===== src/rtl/mmm_pkg.sv =====
// Shared constants and FSM state type for the instruction-cache controller.
// Latency: n/a (declarations only).
// Backpressure: n/a.
package mmm_pkg;

    localparam int ADDR_W     = 32;
    localparam int WORD_W     = 32;
    localparam int LINE_WORDS = 4;

    // Controller states: idle, tag compare, refill request, refill beats.
    typedef enum logic [1:0] {
        IDLE    = 2'd0,
        LOOKUP  = 2'd1,
        MEM_REQ = 2'd2,
        REFILL  = 2'd3
    } icache_state_t;

endpackage


===== src/rtl/icache_ctrl_refill_counter.sv =====
// Beat index for a line refill: counts accepted beats, wraps at line end.
// Latency: index updates on the clock edge after each enabled beat.
// Backpressure: none; counts only when enabled, clear has priority.
module refill_counter #(
    parameter int LINE_WORDS = 4,
    localparam int IDX_W     = $clog2(LINE_WORDS)
) (
    input  logic             clk,
    input  logic             rst_n,
    input  logic             clr,
    input  logic             en,
    output logic [IDX_W-1:0] cnt,
    output logic             last,
    output logic             wrap
);

    // last marks the final word slot; wrap is that slot actually being written
    assign last = (cnt == IDX_W'(LINE_WORDS - 1));
    assign wrap = en && last;

    // Power-of-two line size lets the increment wrap naturally to zero
    always_ff @(posedge clk) begin
        if (!rst_n) begin
            cnt <= '0;
        end else if (clr) begin
            cnt <= '0;
        end else if (en) begin
            cnt <= cnt + IDX_W'(1);
        end
    end

endmodule


===== src/rtl/icache_ctrl.sv =====
// Instruction-cache controller: lookup, line refill from memory, replay on miss.
// Latency: hit returns line 1 cycle after acceptance; miss adds grant wait + LINE_WORDS beats + replay.
// Backpressure: read_ready_o only in IDLE without flush; memory side holds mem_req_o until mem_gnt_i.
module icache_ctrl #(
    parameter int ADDR_W     = mmm_pkg::ADDR_W,
    parameter int WORD_W     = mmm_pkg::WORD_W,
    parameter int LINE_WORDS = mmm_pkg::LINE_WORDS
) (
    input  logic                             clk_i,
    input  logic                             rst_n_i,
    input  logic                             flush_i,
    input  logic                             read_req_i,
    input  logic [ADDR_W-1:0]                read_addr_i,
    output logic                             read_ready_o,
    output logic                             read_done_o,
    output logic [LINE_WORDS*WORD_W-1:0]     line_o,
    output logic [ADDR_W-1:0]                lookup_addr_o,
    input  logic                             hit_i,
    input  logic [LINE_WORDS*WORD_W-1:0]     array_line_i,
    output logic                             mem_req_o,
    output logic [ADDR_W-1:0]                mem_addr_o,
    input  logic                             mem_gnt_i,
    input  logic                             mem_rvalid_i,
    input  logic [WORD_W-1:0]                mem_rdata_i,
    output logic                             data_we_o,
    output logic [$clog2(LINE_WORDS)-1:0]    data_widx_o,
    output logic [WORD_W-1:0]                data_wdata_o,
    output logic                             tag_we_o
);

    import mmm_pkg::*;

    localparam int IDX_W = $clog2(LINE_WORDS);
    // Byte-offset bits within one line; zeroed for the refill address
    localparam int OFF_W = $clog2(LINE_WORDS * WORD_W / 8);

    icache_state_t     state_q;
    icache_state_t     state_d;
    logic [ADDR_W-1:0] addr_q;
    logic              abort_q;

    logic              beat_clr;
    logic              beat_en;
    logic [IDX_W-1:0]  beat_cnt;
    logic              beat_last;
    logic              beat_wrap;
    logic [ADDR_W-1:0] line_addr;

    assign line_addr = {addr_q[ADDR_W-1:OFF_W], {OFF_W{1'b0}}};
    // Counter restarts on grant so beat 0 of every refill lands in word 0
    assign beat_clr  = (state_q == MEM_REQ) && mem_gnt_i;
    assign beat_en   = (state_q == REFILL) && mem_rvalid_i;

    refill_counter #(
        .LINE_WORDS (LINE_WORDS)
    ) u_refill_counter (
        .clk   (clk_i),
        .rst_n (rst_n_i),
        .clr   (beat_clr),
        .en    (beat_en),
        .cnt   (beat_cnt),
        .last  (beat_last),
        .wrap  (beat_wrap)
    );

    // Next-state selection; a flush only cuts short IDLE/LOOKUP, never a refill in flight
    always_comb begin
        state_d = state_q;
        case (state_q)
            IDLE: begin
                if (!flush_i && read_req_i) begin
                    state_d = LOOKUP;
                end
            end
            LOOKUP: begin
                if (flush_i || hit_i) begin
                    state_d = IDLE;
                end else begin
                    state_d = MEM_REQ;
                end
            end
            MEM_REQ: begin
                if (mem_gnt_i) begin
                    state_d = REFILL;
                end
            end
            REFILL: begin
                // Aborted refills still finish the line but skip the replay
                if (beat_wrap) begin
                    state_d = (abort_q || flush_i) ? IDLE : LOOKUP;
                end
            end
            default: state_d = IDLE;
        endcase
    end

    // Output decode; everything is forced to zero while reset is asserted
    always_comb begin
        read_ready_o  = 1'b0;
        read_done_o   = 1'b0;
        line_o        = '0;
        lookup_addr_o = '0;
        mem_req_o     = 1'b0;
        mem_addr_o    = '0;
        data_we_o     = 1'b0;
        data_widx_o   = '0;
        data_wdata_o  = '0;
        tag_we_o      = 1'b0;
        if (rst_n_i) begin
            // In IDLE the arrays see the incoming address so the tag read overlaps acceptance
            lookup_addr_o = (state_q == IDLE) ? read_addr_i : addr_q;
            case (state_q)
                IDLE: begin
                    read_ready_o = !flush_i;
                end
                LOOKUP: begin
                    if (hit_i && !flush_i) begin
                        read_done_o = 1'b1;
                        line_o      = array_line_i;
                    end
                end
                MEM_REQ: begin
                    mem_req_o  = 1'b1;
                    mem_addr_o = line_addr;
                end
                REFILL: begin
                    if (mem_rvalid_i) begin
                        data_we_o    = 1'b1;
                        data_widx_o  = beat_cnt;
                        data_wdata_o = mem_rdata_i;
                        tag_we_o     = beat_last;
                    end
                end
                default: ;
            endcase
        end
    end

    // State, captured request address and pending-abort flag
    always_ff @(posedge clk_i) begin
        if (!rst_n_i) begin
            state_q <= IDLE;
            addr_q  <= '0;
            abort_q <= 1'b0;
        end else begin
            state_q <= state_d;
            if ((state_q == IDLE) && read_req_i && !flush_i) begin
                addr_q <= read_addr_i;
            end
            if (state_d == IDLE) begin
                abort_q <= 1'b0;
            end else if (((state_q == MEM_REQ) || (state_q == REFILL)) && flush_i) begin
                abort_q <= 1'b1;
            end
        end
    end

endmodule


===== config.mk =====
export PLATFORM = sky130hd
export DESIGN_NAME = icache_ctrl
export DESIGN_NICKNAME = d
export VERILOG_FILES = /design/src/rtl/mmm_pkg.sv /design/src/rtl/icache_ctrl_refill_counter.sv /design/src/rtl/icache_ctrl.sv
export SDC_FILE = /design/constraint.sdc
export NUM_CORES = 1
export LEC_CHECK = 0
export BUFFER_PORTS_ARGS = -buffer_cell sky130_fd_sc_hd__buf_4
export CORE_AREA = 3 3 168 170
export DETAILED_ROUTE_END_ITERATION = 10
export DIE_AREA = 0 0 171 173
export PLACE_DENSITY = 0.34
export RECOVER_POWER = 100
export SKIP_LAST_GASP = 1
export SLEW_MARGIN = 5
export SYNTH_ARGS = -nofsm -noshare
export SYNTH_HDL_FRONTEND = slang
export SYNTH_SLANG_ARGS = --single-unit

===== constraint.sdc =====
create_clock -name clk_i -period 1.75 [get_ports clk_i]
set_input_delay 0.35 -clock clk_i [delete_from_list [all_inputs] [get_ports clk_i]]
set_output_delay 0.35 -clock clk_i [all_outputs]
set_load 0.03 [all_outputs]

### Word-level counts from Yosys, hierarchy flattened

Cells that the tools add are included.

| cells by class | value |
|---|---|
| multiplexer cells | 32 |
| bitwise gates (word level) | 1 |
| reduce and logical (&&, ||, !) cells | 16 |
| equality and inequality tests | 4 |
| $add $sub $neg | 1 |

Operators with widths:

| kind | number |
|---|---|
| $mux W128 | 3 |
| $mux W32 | 7 |
| $mux W1 | 14 |
| $mux W2 | 7 |
| $logic_and A1 B1 Y1 | 8 |
| $pmux W2 S4 | 1 |
| $eq A2 B2 Y1 const B | 3 |
| $logic_not A2 Y1 | 2 |
| $reduce_or A2 Y1 | 2 |
| $logic_or A1 B1 Y1 | 3 |
| $add A2 B1 Y2 const B | 1 |
| $eq A2 B1 Y1 const B | 1 |
| $logic_not A1 Y1 | 1 |
| $not A1 Y1 | 1 |

| storage, ports and cells | value |
|---|---|
| logic and storage cells | 58 |
| register bits | 37 |
| input port bits | 199 |

### Depth between registers and ports, before layout

Gate-level depths: netlist (run 1).

| depth | value |
|---|---|
| depth after elaboration | 7 |
| depth in mapped cells | 6 |

### Modules after synthesis

A second synthesis (run 1) with hierarchy kept.

| second synthesis, totals | value |
|---|---|
| cells, all modules | 499 |
| area, all modules | 3,549.7 um2 |

By module, submodules not included:

| module | cells each | sequential area each (um2) | instances | area an instance (um2) |
|---|---|---|---|---|
| icache_ctrl | 490 | 700.7 | 1 | 3,457.1 |
| refill_counter | 9 | 40.0 | 1 | 92.6 |

### Worst setup path after synthesis (run 1)

Ideal clock, no wire load.

| timing path | value |
|---|---|
| kind | flip-flop to output port |
| from | reg state_q[1] |
| to | out lookup_addr_o[22] |
| required time | 1.400 ns |
| arrival time | 1.596 ns |
| path buffers | 3 |
| path slack | -0.196 ns |
| cell stages (with the launch flop) | 7 |
| path through | dfxtp_1 > buf_4 > or2_2 > clkbuf_1 > clkbuf_1 > nand2_1 > a21oi_1 |

| on the way | value |
|---|---|
| word-level cells in the longest chain between the ends | 3 |

RTL lines:

| item | RTL line | text |
|---|---|---|
| start: declaration | icache_ctrl.sv:37 | `icache_state_t state_q;` |
| start signal: assignment | icache_ctrl.sv:146 | `state_q <= state_d;` |
| $logic_not A2 Y1 | icache_ctrl.sv:111 | `lookup_addr_o = (state_q == IDLE) ? read_addr_i : addr_q;` |
| $mux W32 | icache_ctrl.sv:111 |  |
| $mux W32 | icache_ctrl.sv:109 | `if (rst_n_i) begin` |
| end: declaration | icache_ctrl.sv:17 | `output logic [ADDR_W-1:0] lookup_addr_o,` |

No other way between the ends.

### Worst setup path in the final report (run 1)

| timing path | value |
|---|---|
| from | reg state_q[0] |
| to | out mem_addr_o[31] |

| on the way | value |
|---|---|
| word-level cells in the longest chain between the ends | 3 |

RTL lines:

| item | RTL line | text |
|---|---|---|
| $eq A2 B2 Y1 | icache_ctrl.sv:112 | `case (state_q)` |
| $mux W32 | icache_ctrl.sv:112 |  |
| $mux W32 | icache_ctrl.sv:109 |  |
| end: declaration | icache_ctrl.sv:21 | `output logic [ADDR_W-1:0] mem_addr_o,` |

No other way between the ends.

==> results of run 1 <==
-- path summary, 6_finish.rpt --
| check | slack [ns] | endpoint | startpoint |
|---|---|---|---|
| setup / recovery | -0.32 | mem_addr_o[31] | state_q[0] |
| hold / removal | 0.31 | addr_q[7] | read_addr_i[7] |
| setup reg to reg | 0.08 | addr_q[12] | state_q[1] |
| hold reg to reg | 0.46 | addr_q[0] | addr_q[0] |
-- metal layers --
layer	vias to the layer above	GRT usage, %
met5	-	0
met4	8	3.66
met3	25	5.37
met2	210	32.4
met1	2359	20.3
li1	2466	-
-- power by group --
| part | switching [uW] | leakage (uW) | total, uW | internal, uW |
|---|---|---|---|---|
| clock network | 408 | 0.0000842 | 1080 | 676 |
| registers | 32.3 | 0.000303 | 911 | 879 |
| logic | 584 | 0.00418 | 1240 | 656 |
-- layout make-up --
type | count | area [sq um] | area share (%)
antenna | 1 | 2.50 | 0.0263
clock buffer | 5 | 125 | 1.31
clock inverter | 3 | 43.8 | 0.460
inverter | 2 | 7.51 | 0.0789
multi-input combinational | 414 | 2990 | 31.5
sequential | 37 | 746 | 7.84
tap | 341 | 427 | 4.48
timing repair buffer | 496 | 5170 | 54.3
-- flip-flops by register name (all words and copies together), names as in the netlist --
register / count
addr_q: 32
state_q: 2
u_refill_counter.cnt: 2
abort_q: 1
-- Yosys cell counts, drive strengths merged --
cell    number  area [sq um]
a211oi       1          12.5
nand2b       1          6.26
mux2i        1          10.0
nor3         2          15.0
or2          1          6.26
o211a        2          20.0
buf         15          93.8
xor2         1          8.76
conb         1          3.75
nand3b       1          7.51
nor4b        1          15.0
dfxtp       37           741
nor3b        2          15.0
inv          2          7.50
a21oi       65           325
and2       190          1190
nor2         7          26.3
or4b         1          10.0
nand3        1          5.00
nand2      131           492
ha           1          12.5
clkbuf      32           120
o22ai        1          6.26
-- logic make-up after synthesis --
family,after synthesis
AO/OA/AOI/OAI,69
XOR/XNOR,1
adder cells (fa/ha/maj),1
buffers and inverters,49
flip-flops,37
multiplexers,1
other,1
AND/OR/NAND/NOR,338
-- per-stage QoR --
| step | setup slack (ns) | setup TNS, ns |
|---|---|---|
| finish | -0.317 | -55.92 |
| global route | -0.391 | -69.01 |
| CTS | -0.319 | -60.05 |
| detailed placement | -0.231 | -21.44 |
| global placement | -0.208 | -17.08 |
| floorplan | 0.0105 | 0 |
-- worst max-delay path, cell delays in order (launching register included) --
cell,delay [ns]
dfxtp_4,0.36
buf_6,0.12
buf_6,0.11
nor3b_4,0.24
buf_4,0.17
buf_8,0.13
and2_4,0.15
buf_6,0.13
-- repair_timing --
action	CTS	global route
setup buffers	15	11
pin swaps	29	89
gates resized for setup	162	303
endpoints found under the setup margin	227	259
hold buffers	0	0
cloned	9	11
==> results.cfg, run 1 <==
[routing]
drt_wl_total_um = 29400
ant_nets = 0
top_layer = met5
drc_errors = 0
wl_met1_um = 11200
drtIter0Drc = 150
firstDrtPassIters = 5
routed_via_density = 3.90
detail_route.wl_per_cell_um = 22.6
dr_wl_met2_um = 15300
vias = 5068
wl_met3_um = 2330

[floorplan]
ios = 430
initial_core_util_pct = 11.7
rows = 60
die_h_um = 173
core_area_sq_um = 26900
die_w_um = 171
die_area_sq_um = 29600

[synthesis]
synth-simple-area-share_pct = 56.8
synth_xor_area_share_pct = 0.278
syn_inst = 497
syn_avg_cell_area_sq_um = 6.33
syn_area_sq_um = 3150
netlist-cell-type-count = 27
synthMuxAreaShare_pct = 0.318
synth_compound_gate_area_share_pct = 11.6
synth_top_family_by_area = simple AND/OR/NAND/NOR gates
yosysSeqAreaShare_pct = 23.5
synthAdderAreaFrac_pct = 0.397
ys_warn_count = 0
synth-seq-cells = 37

[timing]
fin_crit_ns = 2.07
fmax_mhz = 484
clock_skew_ns = 0.0116
setup_viol = 226
rsz0062_at_grt = yes
fin_ws_ns = -0.317
fin_crit_sh_pct = 118
hold_viol = 0
drv_slew = 0
whs_ns = 0.309

[clock_tree]
cts_tree = done
cts.sinks = 37
insertion_delay_ns = 0.30
clkTransAtPathRegs_ns = 0.07
cts_made_buffers = 5
cts-root-buf = clkbuf_16
cts_buffer_depth = 2
htree_num_levels = 2

[global_routing]
grt_util_all_layers_pct = 17.8
grt_max_degree = 48
antenna_found_initial = 5
grt_pass1_wl_um = 38200
grt_pass1_vias = 5109
grt_overflow_total = 0

[cells_and_area]
drive_gt1_share_pct = 80.6
fin_area_sq_um = 9520
final_net_count = 1156
mostFrequentLayoutCells = buf_6 (237), buf_4 (219), and2_4 (116)
syn_to_final_growth_pct = 202
fillers = 2909
final_core_util_pct = 35.4
finalNonFillerCells = 1299
mostFrequentLayoutCell = buf_6

[place]
io_buffers = 425
dpl.hpwl_um = 22800
dpl.cell_count = 1248
routabilityCongestion = 0.877
placed_area_sq_um = 7210

[pwr]
power_leakage_uw = 0.00457
finalPower_uw = 3230
powerDensity_nw_per_um2 = 340
irDropWorstVdd_uv = 321

[critical_path]
startpoint_type = flip-flop
cp_data_arrival_time_ns = 1.72
cp.required_ns = 1.40
path_max_fanout = 8
ff2ff_path_depth = 6
endpoint_kind = output port
critical_path_class = flip-flop to output port

[status]
violations = setup timing
outcome = finished with violations

[hold_path]
holdPathStages = 3
min_path_type = input port to flip-flop

[job]
drv_cap = 0
(Power assumes the default switching activity.)
==> run 2, diff against run 1 <==
CORE_AREA = 2 2 167 169   (was 3 3 168 170)
DIE_AREA = 0 0 169 171   (was 0 0 171 173)
==> results.cfg, run 2 (synthesis gave the netlist of run 1 again) <==
[place]
dpl.hpwl_um = 21600
io_buffers = 425
routabilityCongestion = 0.803
pre_cts_ws_ns = -0.184
placed_area_sq_um = 7180

[critical_path]
critical_path_class = flip-flop to output port
worst-path-buf-inv = 4
cp_data_arrival_time_ns = 1.65
slowest_delay_ns = 0.37
cp.required_ns = 1.40
cp_slowest_cell = dfxtp_4
critical_path.top_delay_family = buffers and inverters
cp_cell_sequence = nand2_2 > nor3_4 > buf_6 > buf_12 > clkbuf_16 > and2_2 > buf_6
path_max_fanout = 13
endpoint_kind = output port
crit_top_cell = buf_6
startpoint_type = flip-flop

[pwr]
irDropWorstVdd_uv = 308
powerDensity_nw_per_um2 = 351
power_leakage_uw = 0.00424
finalPower_uw = 3020

[routing]
drtIter0Drc = 192
routed_via_density = 3.85
dr_wl_met2_um = 15100
vias = 4940
ant_nets = 0
wl_met3_um = 2110
drt_wl_total_um = 28300
drc_errors = 0
firstDrtPassIters = 4
top_layer = met5
detail_route.wl_per_cell_um = 22.0
wl_met1_um = 10600

[floorplan]
die_area_sq_um = 28900
rows = 61
core_area_sq_um = 27300
die_h_um = 171
initial_core_util_pct = 11.5
die_w_um = 169
ios = 430

[cells_and_area]
largest_reg_flops = 32
largestRegisters = addr_q (32), state_q (2), u_refill_counter.cnt (2)
mostFrequentLayoutCell = buf_4
final_net_count = 1135
drive_gt1_share_pct = 74.5
syn_to_final_growth_pct = 173
regMostFlops = addr_q
mostFrequentLayoutCells = buf_4 (306), buf_6 (136), and2_2 (106)
fin_area_sq_um = 8600

[clock_tree]
clkTransAtPathRegs_ns = 0.07
cts_made_buffers = 5
htree_num_levels = 2
insertion_delay_ns = 0.29
cts-root-buf = clkbuf_16
cts.sinks = 37
cts_buffer_depth = 2
cts_tree = done
ctsHoldBuffers = 0

[timing]
hold_viol = 0
rsz0062_at_grt = yes
fin_crit_ns = 2.00
whs_ns = 0.317
fmax_mhz = 500
drv_slew = 0
final.setup.tns_ns = -40.33
setup_viol = 226
fin_ws_ns = -0.249
fin_crit_sh_pct = 114
clock_skew_ns = 0.00735

[global_routing]
antenna_found_initial = 4
grt_max_degree = 83
grt_util_all_layers_pct = 16.9
grt_overflow_total = 0
grt_pass1_wl_um = 35000
grt_pass1_vias = 4807

[status]
violations = setup timing
outcome = finished with violations

[job]
drv_cap = 0

[hold_path]
min_path_type = input port to flip-flop
-- run 2: changes by cell type in the layout (fill, tap and decap cells not counted), moves of 5 or more --
| cell | previous run | this run |
|---|---|---|
| buf_6 | 237 | 136 |
| buf_4 | 219 | 306 |
| and2_4 | 116 | 38 |
| and2_1 | 6 | 46 |
| and2_2 | 68 | 106 |
| nand2_4 | 21 | 9 |
| buf_8 | 12 | 5 |
| nand2_1 | 95 | 102 |
| buf_12 | 11 | 16 |
| buf_16 | 7 | 2 |
| nand2_2 | 15 | 20 |
-- run 2: what timing repair did --
item                       CTS  global route
setup endpoints to repair  227           233
setup buffers                6             5
gates cloned                 8             9
pin swaps                   12            15
resized for setup           57           197
-- run 2: path summary, 6_finish.rpt --
path	startpoint	end	slack [ns]	cells past startpoint
hold / removal	read_addr_i[6]	addr_q[6]	0.32	3
setup reg to reg	state_q[0]	addr_q[1]	0.05	6
hold reg to reg	addr_q[3]	addr_q[3]	0.46	2
setup / recovery	state_q[0]	line_o[20]	-0.25	7
-- run 2: area by class of cell --
cell class,count,area (sq um)
inverters,2,7.51
clock buffers,7,143
fillers,2994,18700
diodes,2,5.00
repair buffers,475,4510
flip-flops and latches,37,746
well taps,346,433
multi-input cells,414,2760
-- run 2: worst reg2reg max path: cells and delay by family (launching register included) --
| family | cells | cell delay (ns) |
|---|---|---|
| compound gates | 1 | 0.06 |
| buf+inv | 3 | 0.48 |
| flops | 1 | 0.36 |
| simple gates | 2 | 0.69 |
-- run 2: power by group --
part | internal [uW] | total, uW | switching (uW)
combinational | 614 | 1170 | 557
sequential | 879 | 912 | 33.0
clock | 561 | 936 | 375
total | 2050 | 3020 | 966
-- run 2: metrics by stage --
| step | cells | utilization, % |
|---|---|---|
| floorplan | 500 | - |
| global placement | 1249 | 26.3 |
| detailed placement | 1249 | 26.3 |
| CTS | 1270 | 28.5 |
| global route | 1281 | 31.5 |
| finish | 1283 | 31.5 |
-- run 2: per-layer routing --
| metal | vias up | global-route usage, % |
|---|---|---|
| li1 | 2411 | - |
| met1 | 2288 | 18.5 |
| met2 | 213 | 32.7 |
| met3 | 26 | 5.07 |
| met4 | 2 | 2.27 |
| met5 | - | 0 |
